<file path="config.mk">
export PLATFORM = sky130hd
export DESIGN_NAME = ram_burst_master
export DESIGN_NICKNAME = d
export VERILOG_FILES = /design/src/rtl/ram_burst_master.sv
export SDC_FILE = /design/constraint.sdc
export NUM_CORES = 1
export LEC_CHECK = 0
export CORE_MARGIN = 1
export CORE_UTILIZATION = 30
export DETAILED_ROUTE_END_ITERATION = 16
export GPL_TIMING_DRIVEN = 0
export PLACE_DENSITY_LB_ADDON = 0.12
export SETUP_SLACK_MARGIN = 0.1
export SYNTH_ARGS = -nofsm -noshare
export SYNTH_HDL_FRONTEND = slang
export SYNTH_SLANG_ARGS = --single-unit
</file>
<file path="constraint.sdc">
create_clock -name clk -period 2 [get_ports clk]
set_input_delay 0.4 -clock clk [delete_from_list [all_inputs] [get_ports clk]]
set_output_delay 0.4 -clock clk [all_outputs]
set_load 0.01 [all_outputs]
</file>
<file path="src/rtl/ram_burst_master.sv">
`default_nettype none
// ----------------------------------------------------------------------
// ram_burst_master : burst read/write sequencer for a 1-cycle-latency RAM
// Revision 1.0
// ----------------------------------------------------------------------
module ram_burst_master #(
  parameter int d_width = 8,
  parameter int a_width = 8
) (
  input  logic               clk,
  input  logic               rst,
  input  logic               cmd_valid,
  output logic               cmd_ready,
  input  logic               cmd_write,
  input  logic [a_width-1:0] cmd_addr,
  input  logic [a_width-1:0] cmd_len,
  input  logic [d_width-1:0] wr_data,
  input  logic               wr_valid,
  output logic               wr_ready,
  output logic [d_width-1:0] rd_data,
  output logic               rd_valid,
  input  logic               rd_ready,
  output logic               busy,
  output logic               ram_we,
  output logic [a_width-1:0] ram_address,
  output logic [d_width-1:0] ram_data_in,
  input  logic [d_width-1:0] ram_data_out
);

  typedef enum logic [1:0] {
    IDLE  = 2'd0,
    WRITE = 2'd1,
    READ  = 2'd2,
    DRAIN = 2'd3
  } state_t;

  localparam logic [a_width-1:0] ONE_A = {{(a_width-1){1'b0}}, 1'b1};

  state_t             state;
  logic [a_width-1:0] addr_cnt;
  logic [a_width-1:0] remaining;
  logic [d_width-1:0] rbuf [2];
  logic               head;
  logic [1:0]         occ;
  logic               inflight;

  logic pop;
  logic issue;
  logic wr_beat;
  logic wptr;

  assign rd_valid    = (occ != 2'd0);
  assign rd_data     = rbuf[head];
  assign pop         = rd_valid && rd_ready;
  assign wr_beat     = (state == WRITE) && wr_valid;
  assign ram_we      = wr_beat;
  assign ram_data_in = wr_data;
  assign ram_address = addr_cnt;
  // Tail slot is head + occ (mod 2); occ never reaches 2 while a word is in flight.
  assign wptr        = head ^ occ[0];
  assign issue       = (state == READ) &&
                       (({1'b0, occ} + {2'b00, inflight}) < (3'd2 + {2'b00, pop}));

  always_ff @(posedge clk or posedge rst) begin
    if (rst) begin
      state     <= IDLE;
      addr_cnt  <= '0;
      remaining <= '0;
      rbuf[0]   <= '0;
      rbuf[1]   <= '0;
      head      <= 1'b0;
      occ       <= 2'd0;
      inflight  <= 1'b0;
      cmd_ready <= 1'b0;
      busy      <= 1'b0;
      wr_ready  <= 1'b0;
    end else begin
      inflight <= issue;
      if (inflight) rbuf[wptr] <= ram_data_out;
      if (pop) head <= ~head;
      occ <= occ + {1'b0, inflight} - {1'b0, pop};

      case (state)
        IDLE: begin
          if (cmd_valid && cmd_ready) begin
            addr_cnt  <= cmd_addr;
            remaining <= cmd_len;
            state     <= cmd_write ? WRITE : READ;
            cmd_ready <= 1'b0;
            busy      <= 1'b1;
            wr_ready  <= cmd_write;
          end else begin
            cmd_ready <= 1'b1;
          end
        end
        WRITE: begin
          if (wr_beat) begin
            addr_cnt  <= addr_cnt + ONE_A;
            remaining <= remaining - ONE_A;
            if (remaining == '0) begin
              state     <= IDLE;
              cmd_ready <= 1'b1;
              busy      <= 1'b0;
              wr_ready  <= 1'b0;
            end
          end
        end
        READ: begin
          if (issue) begin
            addr_cnt  <= addr_cnt + ONE_A;
            remaining <= remaining - ONE_A;
            if (remaining == '0) state <= DRAIN;
          end
        end
        DRAIN: begin
          // Leave as the final word is popped so busy drops right after it.
          if (!inflight && (occ == 2'd0 || (occ == 2'd1 && pop))) begin
            state     <= IDLE;
            cmd_ready <= 1'b1;
            busy      <= 1'b0;
          end
        end
      endcase
    end
  end

endmodule
`default_nettype wire

</file>
==> metrics.md <==
| Metric | Value |
|---|---|
| Number of global-route vias before repair | `2037` |
| RD Place Congestion | `roughly 0.73` |
| Initial antenna violation count | `0` |
| Drt wl/cell | `~14 microns` |
| Core region area | `slightly below 0.008 sq mm` |
| Period utilization | `100%` |
| Library cells used by synthesis | `47` |
| Reg2Reg Setup Slack | `-1 ps` |
| Worst Skew | `roughly 4.4 ps` |
| DP HPWL | `just under 4 mm` |
| Power density over cell area | `about 1800 mW/mm^2` |
| Row Count | `32` |
| Syn_nets | `around 280` |
| Number of synthesized flops with an enable pin | `0` |
| Final worst slack | `-1.40 ps` |
| CTS Buf Count | `5` |
| # fillers | `approximately 770` |
| Chip width | `a little over 90 microns` |
| Total wire length | `about 5.9 mm` |
| Clk slew on worst S/H paths | `around 90 ps` |
| Max_cap viols | `0` |
| Leak | `around 1.5 nW` |
| First DRT Iteration DRCs | `64` |
| Crit start category | `register` |
| Class of the worst hold path | `primary input to asynchronous set/reset pin` |
| Sequential-to-total area share from yosys stat | `41.7%` |
| Crit end category | `register` |
| Status | `finished, violations left` |
| Slew at the pin closest to its max-slew limit | `approximately 440 ps` |
| Overall routing resource usage | `about 14%` |
| Antenna-violating nets left | `0` |
| Cells taking the most area after synthesis | `dfrtp_1 42%, mux2_2 11%, ha_1 5.6%` |
| Clk_lat worst skew | `300 ps` |
| Drt via density | `4.87` |
| Fin crit period | `~2000 ps` |
| Largest net degree at the start of global routing | `34` |
| Final Hold Viols | `0` |
| Hold slack | `320 ps` |
| Die area | `between 0.008 and 0.009 sq mm` |
| Initial Util | `31.4%` |
| Ys Warns | `0` |
| Max-Slew Margin vs Limit | `slightly above 70%` |
| #FFs+latches synth | `slightly above 40` |
| Top-area cell type share of the netlist area | `a little over two fifths` |
| Synthesized area | `approximately 0.0025 sq mm` |
| H-Tree Level Count | `2` |
| Total power | `~6.8 mW` |
| DR vias | `2041` |
| Synth Instances | `233` |
| Unrepaired setup endpoints after global routing | `yes` |
| Failing checks | `setup timing` |
| Register area | `just over 0.001 sq mm` |
| Highest clock rate | `500 MHz` |
| Die H | `slightly above 90 microns` |
| Residual DRC | `0` |
| WS Path Type | `register to register` |
| Root buffer cell | `clkbuf_8` |
| CTS sink cnt | `41` |
| Cell taking the most area after synthesis | `dfrtp_1` |
| CP max FO | `6` |
| WP data required | `about 2200 ps` |
| Final max-slew violation count | `0` |
| First-pass GRT wire length | `9.53 mm` |
| Most used DFF post-synth | `dfrtp_1` |
| Average size of a mapped cell | `roughly 11 sq um` |
| Diodes inserted | `0` |
| CTS tree | `built` |
| Final count of negative-setup-slack endpoints | `1` |
| # port buffers | `58` |
| Synth-to-Final Area Change | `49.3%` |
| VDD IR max | `between 0.6 and 0.7 mV` |
| Layout cell share with drive strength beyond 1 | `35.6%` |
| Clock Path Buffers | `2` |
| CP arrival | `around 2200 ps` |
| Top-level I/O count | `67` |
| Multi-input gate area | `0.00145 sq mm` |
| Gr ovfl total | `0` |
| Nets | `365` |
| Pre-antenna DRT Iters | `4` |
| Util after Layout | `a little under half` |
| Ys async rst share | `between 90% and 100%` |
==> sequential cells by signal (all words and copies together), names as in the netlist <==
register     count
state            2
wr_ready         1
ram_address      8
head             1
occ              2
inflight         1
remaining        8
cmd_ready        1
rbuf            16
busy             1
==> worst max-delay path: stages (launching register included) <==
cell     delay (ps)
dfrtp_2         440
ha_4            170
ha_4            210
o21ai_2         120
a21oi_1          50
or3_4           390
buf_8           170
buf_8           130
o21ai_2         130
o31ai_2          70
==> kinds of logic after synthesis <==
group / Yosys count / synth area share (%)
DFF: 41 / 41.7
xor gates and xnor gates: 4 / 1.42
adders and majority gates: 11 / 5.59
and+or+nand+nor: 68 / 17.2
AOI/OAI and AO/OA: 51 / 15.0
buffers and inverters: 31 / 6.76
muxes: 27 / 12.3
==> layout by cell type, fill, tap and decap left out, types with 7 or more instances in the layout <==
cell type         n
clkdlybuf4s50_1  48
dfrtp_1          40
mux2_2           24
buf_4            21
nand2_1          12
nand3_1          10
nor2_1            9
dlygate4sd2_1     9
a21oi_1           8
inv_1             7
o21ai_2           7
a211o_1           7
==> worst paths after layout <==
kind,from,end,cells after the start
max,occ[0]$_DFF_PP0_,ram_address[0]$_DFFE_PP0P_,9
max in group asynchronous,rst,occ[0]$_DFF_PP0_,3
min reg2reg,rbuf[7]$_DFFE_PP0P_,rbuf[7]$_DFFE_PP0P_,1
min in group clk,rbuf[7]$_DFFE_PP0P_,rbuf[7]$_DFFE_PP0P_,1
min,rst,rbuf[3]$_DFFE_PP0P_,2
max reg2reg,occ[0]$_DFF_PP0_,ram_address[0]$_DFFE_PP0P_,9
==> power by group <==
group / total [mW] / leakage [nW] / switching, mW / internal, mW
clock: 0.689 / 0.0543 / 0.315 / 0.374
combinational: 4.39 / 1.02 / 1.98 / 2.41
sequential: 1.71 / 0.478 / 0.433 / 1.28
total: 6.79 / 1.55 / 2.73 / 4.07
==> area by class of cell <==
type                            count  area share (%)
Buffer                             18            4.09
Clock buffer                        5            1.87
Clock inverter                      3            1.26
Inverter                           13            1.33
Multi-Input combinational cell    161            39.4
Sequential cell                    41            28.0
Tap cell                          102            3.47
Timing Repair Buffer               76            20.6
==> cell usage after synthesis (2+ instances only) <==
cell / count
buf_4: 8
o21ai_2: 3
a21oi_1: 9
mux2_2: 24
or2_2: 2
clkbuf_1: 4
o31ai_2: 2
nor2b_1: 2
o22a_1: 6
or3_1: 2
a31oi_1: 2
nand2_1: 15
nor3b_1: 2
nor3_1: 4
ha_1: 11
nand3_1: 11
o21ai_0: 6
a211o_1: 7
buf_2: 4
o21ai_1: 7
nor2_1: 9
dfrtp_1: 41
mux2_1: 2
buf_6: 2
nand3b_1: 2
nor4b_2: 7
xnor2_1: 3
inv_1: 12
nand2b_1: 6
==> per-layer routing <==
metal | vias up | track usage, % | routed length, microns
met3 | 4 | 3.04 | 262
met2 | 49 | 24.1 | 2840
met4 | 0 | 3.52 | 32
met1 | 983 | 17.9 | 2730
li1 | 1005 | - | -
met5 | - | 0 | 0
==> repair_timing <==
action / 4_1_cts / 5_1_grt
pin swaps: 11 / 11
buffers inserted: 11 / 4
resized for setup: 40 / 24
hold buffers: 0 / 0
setup endpoints to repair: 28 / 20
cloned: 1 / 1
==> stage by stage <==
stage	instance area, sq um	worst slack [ps]	TNS, ps	instances
after floorplan	2480	34.5	0	233
after global placement	3190	-367	-17880	393
after detailed placement	3210	-257	-2960	394
after CTS	3540	1.69	0	414
after global routing	3670	-66.7	-258	419
final	3670	-1.40	-1.40	419
(Power assumes the default switching activity.)
